===== src/rtl/cdb_arbiter_pkg.sv =====
// Shared CDB definitions: RoB id width, producer encodings and the round-robin pick.
package cdb_arbiter_pkg;

  localparam int ROB_SIZE_WIDTH = 4;

  localparam logic SRC_ALU = 1'b0;
  localparam logic SRC_LSB = 1'b1;

  // Returns the producer that wins this cycle; only meaningful when a candidate exists.
  function automatic logic pick_src(input logic alu_cand, input logic lsb_cand,
                                    input logic last_grant);
    if (alu_cand && lsb_cand) return (last_grant == SRC_ALU) ? SRC_LSB : SRC_ALU;
    return lsb_cand ? SRC_LSB : SRC_ALU;
  endfunction

endpackage


===== src/rtl/cdb_fifo.sv =====
// Small per-producer result FIFO; pushes while full are dropped, flush empties it in one edge.
module cdb_fifo #(
  parameter int DATA_W = 36,
  parameter int DEPTH  = 4
) (
  input  logic              clk,
  input  logic              rst_n,
  input  logic              push,
  input  logic              pop,
  input  logic              flush,
  input  logic [DATA_W-1:0] din,
  output logic [DATA_W-1:0] dout,
  output logic              empty,
  output logic              full
);

  localparam int PTR_W = $clog2(DEPTH);
  localparam int CNT_W = PTR_W + 1;

  logic [DATA_W-1:0] mem_q [DEPTH];
  logic [DATA_W-1:0] mem_d [DEPTH];
  logic [PTR_W-1:0]  wr_ptr_q, wr_ptr_d;
  logic [PTR_W-1:0]  rd_ptr_q, rd_ptr_d;
  logic [CNT_W-1:0]  count_q, count_d;
  logic              push_ok, pop_ok;

  assign empty   = (count_q == '0);
  assign full    = (count_q == CNT_W'(DEPTH));
  assign dout    = mem_q[rd_ptr_q];
  assign push_ok = push && !full;
  assign pop_ok  = pop && !empty;

  always_comb begin
    mem_d    = mem_q;
    wr_ptr_d = wr_ptr_q;
    rd_ptr_d = rd_ptr_q;
    count_d  = count_q;
    if (flush) begin
      wr_ptr_d = '0;
      rd_ptr_d = '0;
      count_d  = '0;
    end else begin
      if (push_ok) begin
        mem_d[wr_ptr_q] = din;
        wr_ptr_d        = wr_ptr_q + PTR_W'(1);
      end
      if (pop_ok) rd_ptr_d = rd_ptr_q + PTR_W'(1);
      count_d = count_q + CNT_W'(push_ok) - CNT_W'(pop_ok);
    end
  end

  always_ff @(posedge clk or negedge rst_n) begin
    if (!rst_n) begin
      mem_q    <= '{default: '0};
      wr_ptr_q <= '0;
      rd_ptr_q <= '0;
      count_q  <= '0;
    end else begin
      mem_q    <= mem_d;
      wr_ptr_q <= wr_ptr_d;
      rd_ptr_q <= rd_ptr_d;
      count_q  <= count_d;
    end
  end

endmodule


===== src/rtl/cdb_arbiter.sv =====
// Round-robin arbiter sharing the CDB between the ALU and LSB, with per-source
// buffering, empty-FIFO bypass and a registered broadcast.
module cdb_arbiter
  import cdb_arbiter_pkg::*;
#(
  parameter int ROB_ID_W   = ROB_SIZE_WIDTH,
  parameter int DATA_W     = 32,
  parameter int FIFO_DEPTH = 4
) (
  input  logic                clk,
  input  logic                rst_n,
  input  logic                rdy,
  input  logic                clear,
  input  logic                alu_valid,
  input  logic [ROB_ID_W-1:0] alu_rob_id,
  input  logic [DATA_W-1:0]   alu_value,
  output logic                alu_full,
  input  logic                lsb_valid,
  input  logic [ROB_ID_W-1:0] lsb_rob_id,
  input  logic [DATA_W-1:0]   lsb_value,
  output logic                lsb_full,
  output logic                cdb_valid,
  output logic [ROB_ID_W-1:0] cdb_rob_id,
  output logic [DATA_W-1:0]   cdb_value
);

  localparam int PW = ROB_ID_W + DATA_W;

  logic [PW-1:0]       alu_dout, lsb_dout, alu_cand_data, lsb_cand_data, win_data;
  logic                alu_empty, lsb_empty, alu_cand, lsb_cand, grant_any, grant_src;
  logic                act, flush, alu_push, alu_pop, lsb_push, lsb_pop;
  logic                cdb_valid_q, cdb_valid_d;
  logic [ROB_ID_W-1:0] cdb_rob_id_q, cdb_rob_id_d;
  logic [DATA_W-1:0]   cdb_value_q, cdb_value_d;
  logic                last_grant_q, last_grant_d;

  assign act   = rdy && !clear;
  assign flush = rdy && clear;

  // An empty FIFO lets the incoming result compete directly (bypass).
  assign alu_cand      = !alu_empty || alu_valid;
  assign lsb_cand      = !lsb_empty || lsb_valid;
  assign alu_cand_data = alu_empty ? {alu_rob_id, alu_value} : alu_dout;
  assign lsb_cand_data = lsb_empty ? {lsb_rob_id, lsb_value} : lsb_dout;
  assign grant_any     = alu_cand || lsb_cand;
  assign grant_src     = pick_src(alu_cand, lsb_cand, last_grant_q);
  assign win_data      = (grant_src == SRC_LSB) ? lsb_cand_data : alu_cand_data;

  assign alu_pop  = act && grant_any && (grant_src == SRC_ALU) && !alu_empty;
  assign lsb_pop  = act && grant_any && (grant_src == SRC_LSB) && !lsb_empty;
  assign alu_push = act && alu_valid && !(grant_src == SRC_ALU && alu_empty);
  assign lsb_push = act && lsb_valid && !(grant_src == SRC_LSB && lsb_empty);

  cdb_fifo #(.DATA_W(PW), .DEPTH(FIFO_DEPTH)) u_alu_fifo (
    .clk(clk), .rst_n(rst_n), .push(alu_push), .pop(alu_pop), .flush(flush),
    .din({alu_rob_id, alu_value}), .dout(alu_dout), .empty(alu_empty), .full(alu_full)
  );

  cdb_fifo #(.DATA_W(PW), .DEPTH(FIFO_DEPTH)) u_lsb_fifo (
    .clk(clk), .rst_n(rst_n), .push(lsb_push), .pop(lsb_pop), .flush(flush),
    .din({lsb_rob_id, lsb_value}), .dout(lsb_dout), .empty(lsb_empty), .full(lsb_full)
  );

  always_comb begin
    cdb_valid_d  = cdb_valid_q;
    cdb_rob_id_d = cdb_rob_id_q;
    cdb_value_d  = cdb_value_q;
    last_grant_d = last_grant_q;
    if (flush) begin
      cdb_valid_d  = 1'b0;
      last_grant_d = SRC_LSB;
    end else if (act) begin
      cdb_valid_d = grant_any;
      if (grant_any) begin
        {cdb_rob_id_d, cdb_value_d} = win_data;
        last_grant_d                = grant_src;
      end
    end
  end

  always_ff @(posedge clk or negedge rst_n) begin
    if (!rst_n) begin
      cdb_valid_q  <= 1'b0;
      cdb_rob_id_q <= '0;
      cdb_value_q  <= '0;
      last_grant_q <= SRC_LSB;
    end else begin
      cdb_valid_q  <= cdb_valid_d;
      cdb_rob_id_q <= cdb_rob_id_d;
      cdb_value_q  <= cdb_value_d;
      last_grant_q <= last_grant_d;
    end
  end

  assign cdb_valid  = cdb_valid_q;
  assign cdb_rob_id = cdb_rob_id_q;
  assign cdb_value  = cdb_value_q;

  // Producers must respect the full flags; a push while full is silently dropped.
  always @(posedge clk) begin
    if (rst_n && rdy) begin
      assert (!(alu_valid && alu_full));
      assert (!(lsb_valid && lsb_full));
    end
  end

endmodule


===== config.mk =====
export PLATFORM = sky130hd
export DESIGN_NAME = cdb_arbiter
export DESIGN_NICKNAME = d
export VERILOG_FILES = /design/src/rtl/cdb_arbiter_pkg.sv /design/src/rtl/cdb_fifo.sv /design/src/rtl/cdb_arbiter.sv
export SDC_FILE = /design/constraint.sdc
export NUM_CORES = 1
export LEC_CHECK = 0
export ABC_CLOCK_PERIOD_IN_PS = 5300
export CORE_UTILIZATION = 50
export DETAILED_ROUTE_END_ITERATION = 7
export PLACE_DENSITY = 0.7
export RECOVER_POWER = 25
export SLEW_MARGIN = 15
export SYNTH_ARGS = -nofsm -noshare
export SYNTH_HDL_FRONTEND = slang
export SYNTH_SLANG_ARGS = --single-unit
export TNS_END_PERCENT = 100

===== constraint.sdc =====
create_clock -name clk -period 5.3 [get_ports clk]
set_input_delay 0.53 -clock clk [delete_from_list [all_inputs] [get_ports clk]]
set_output_delay 0.53 -clock clk [all_outputs]
set_load 0.005 [all_outputs]

==> impl_metrics.ini <==
[outcome]
outcome = complete, but fails checks
violations = capacitance limit, slew limit

[timing]
rsz0062_at_grt = false
clock_skew_ns = 0.01517
timing.hold.ws_ns = 0.4989
maxSlewHeadroom = -1.060
hold_violations = 0
period_share = 0.5856
finalSetupTns_ns = 0
worst_slack_ns = 2.196
worst_pin_slew_ns = 3.090
slew_violations = 120
setup_viol = 0
min_period_ns = 3.104
max_freq_mhz = 322.2

[place]
place_inst = 1545
place_area_sq_um = 17440
gp_congestion = 0.7778
port_buffers = 116
place_hpwl_mm = 22.13
pre_cts_slack_ns = 1.914

[floorplan]
io_pins = 117
initial_utilization = 0.5069
die_h_microns = 180.9
num_rows = 65
die_area_sq_um = 32710
core_area_sq_um = 31560
dieWidth_microns = 180.9

[pwr]
p_sw_frac = 0.3120
leakagePower_nw = 8.466
pwr-share-clk = 0.257
p_seq_frac = 0.395
power_density_nw_per_um2 = 567.9
p_int_mw = 7.326
ir_worst_vdd_v = 0.0003396
p_sw_mw = 3.322
combPwrFrac = 0.348

[cts]
clkLatencyLatePin_ns = 0.52
post_cts_resized = 0
clk_pin_slew_ns = 0.05
post-cts-setup-buffer-count = 0
cts_root_buf = clkbuf_16
htree_levels = 2
cts_tree = yes
ctsHoldBuffers = 0
clock_sinks = 340
cts.path.max_buffers = 3
cts_made_buffers = 38

[setup_path]
reg2regPathDepth = 11
crit_family = buffers and inverters
crit_arrival_ns = 3.58
r2r-start = u_alu_fifo.count_q[1]
crit_cells = 2
crit_required_ns = 5.78
crit_chain = clkbuf_2 -> clkbuf_1
worstPathBufferInverterCount = 2
critPathCaptureType = async pin
path_class = primary input to async pin
crit_path_max_incr_delay_ns = 2.03
worst_setup_path_start_kind = primary input
crit_slowest_cell = clkbuf_2
path_max_fanout = 120
critPathLaunch = rst_n

[grt]
grt_overflow = 0
grt_pass1_wl_mm = 56.24
grt_util_all_layers = 0.2219
grt_pass1_vias = 9711
grt_max_degree = 121
antenna_found_initial = 2

[logic_synthesis]
synthDistinctLibCells = 46
synth_top_family_by_area = multiplexers
synthMuxAreaShare = 0.3179
yosys-top-cells-area = dfrtp_1 (53%), mux2_2 (20%), mux4_2 (10%)
avgSynthCellArea_sq_um = 14.82
synthXorXnorAreaFrac = 0.003285
yosysSeqAreaShare = 0.5320
netlist_instances = 1079
syn_nets = 1171
synth_commonest_cells = dfrtp_1 (339), mux2_2 (288), mux4_2 (72)
synth.cell_area_sq_um = 16000
synth_compound_area_frac = 0.05202
yosysMostFrequentCell = dfrtp_1
synth.top_cell.area_share = 0.5304
synth_edf_count = 0
yosys.area_share.adder = 0.01189
yosys.area.top_type = dfrtp_1
yosys.area_share.simple = 0.05538
synth-seq-cells = 340
async_flop_share = 1.000
ys.flop_type = dfrtp_1
yosys_warnings = 0

[routing]
routedWlPerCell_microns = 21.75
postRouteAntennaNets = 0
viasPerCell = 5.861
dr.pass1.iters = 4
drt-total-wl_mm = 35.08
num_vias = 9453
drc = 0
drtIter0Drc = 490

[cells_and_area]
area.growth.synth_to_final_pct = 17.23
stdcell_area_sq_um = 18750
drive_gt1_frac = 0.3983
fillers = 2502
fin_cells = 1613
layout.nets = 1275

[worst_hold_path]
hold-path-cell-count = 1
hold_start = u_lsb_fifo.mem_q[54]
hold_path_class = flip-flop to flip-flop

[flow_run]
max_cap_viol_count = 1
[layout make-up]
type                       count  area, sq um  share of cell area
timing repair buffer         135         1303             0.06946
tap                          402        503.0             0.02682
multi-input combinational    654         7058              0.3764
clock buffer                  56         1162             0.06199
inverter                      14        52.55            0.002802
sequential                   340         8512              0.4539
antenna                        1        2.502           0.0001334
clock inverter                11        158.9            0.008474
[kinds of logic after synthesis]
group / after synthesis
simple gates: 163
buf+inv: 85
fa+ha+maj: 14
mux: 382
compound gates: 89
xor+xnor: 6
flops: 340
[registers in the layout (all words and copies together) (netlist names)]
| name | flops |
|---|---|
| cdb_rob_id | 4 |
| cdb_valid | 1 |
| cdb_value | 32 |
| last_grant_q | 1 |
| u_alu_fifo.count_q | 3 |
| u_alu_fifo.mem_q | 144 |
| u_alu_fifo.rd_ptr_q | 2 |
| u_alu_fifo.wr_ptr_q | 2 |
| u_lsb_fifo.count_q | 3 |
| u_lsb_fifo.mem_q | 144 |
| u_lsb_fifo.rd_ptr_q | 2 |
| u_lsb_fifo.wr_ptr_q | 2 |
[power by group through the flow]
stage	Combinational, mW	Sequential (mW)	Clock, mW
floorplan	2.80	3.94	0
global placement	3.67	4.21	0
detailed placement	3.74	4.24	0
CTS	3.74	4.20	2.79
global route	4.02	4.33	2.91
finish	3.71	4.20	2.74
[placed cells by master (no fill, tap or decap), drive strengths merged, types with 3 or more instances in the layout]
| master | n |
|---|---|
| dfrtp | 339 |
| mux2 | 288 |
| clkdlybuf4s50 | 114 |
| mux4 | 72 |
| nand2 | 65 |
| clkbuf | 58 |
| nor2 | 30 |
| o21ai | 25 |
| nand3 | 23 |
| mux2i | 22 |
| nand3b | 21 |
| a221oi | 21 |
| buf | 19 |
| a21boi | 15 |
| a221o | 15 |
| inv | 15 |
| ha | 12 |
| and2 | 7 |
| clkinv | 6 |
| nand4 | 5 |
| xor2 | 4 |
| bufinv | 4 |
| a21oi | 3 |
| nor3 | 3 |
| o31ai | 3 |
[stage by stage]
| step | util | power (mW) |
|---|---|---|
| floorplan | - | 6.739 |
| global placement | 0.5527 | 7.878 |
| detailed placement | 0.5527 | 7.981 |
| CTS | 0.5946 | 10.74 |
| global route | 0.5942 | 11.26 |
| finish | 0.5943 | 10.65 |
[final timing paths]
| check | to | slack, ns |
|---|---|---|
| min in group asynchronous | u_alu_fifo.mem_q[140] | 0.96 |
| worst max register to register | u_lsb_fifo.count_q[2] | 2.31 |
| max in group clk | u_lsb_fifo.count_q[2] | 2.31 |
| worst min register to register | u_lsb_fifo.mem_q[54] | 0.50 |
| worst max-delay path | u_alu_fifo.mem_q[130] | 2.20 |
| worst min-delay path | u_lsb_fifo.mem_q[54] | 0.50 |
[layer usage]
layer | share of wire | vias to the layer above | track usage
met4 | 0.013 | 2 | 0.04615
met3 | 0.047 | 32 | 0.04052
met5 | 0.00037 | - | 0
met1 | 0.46 | 5001 | 0.3243
li1 | - | 4233 | -
met2 | 0.48 | 185 | 0.3486
(Power assumes the default switching activity.)
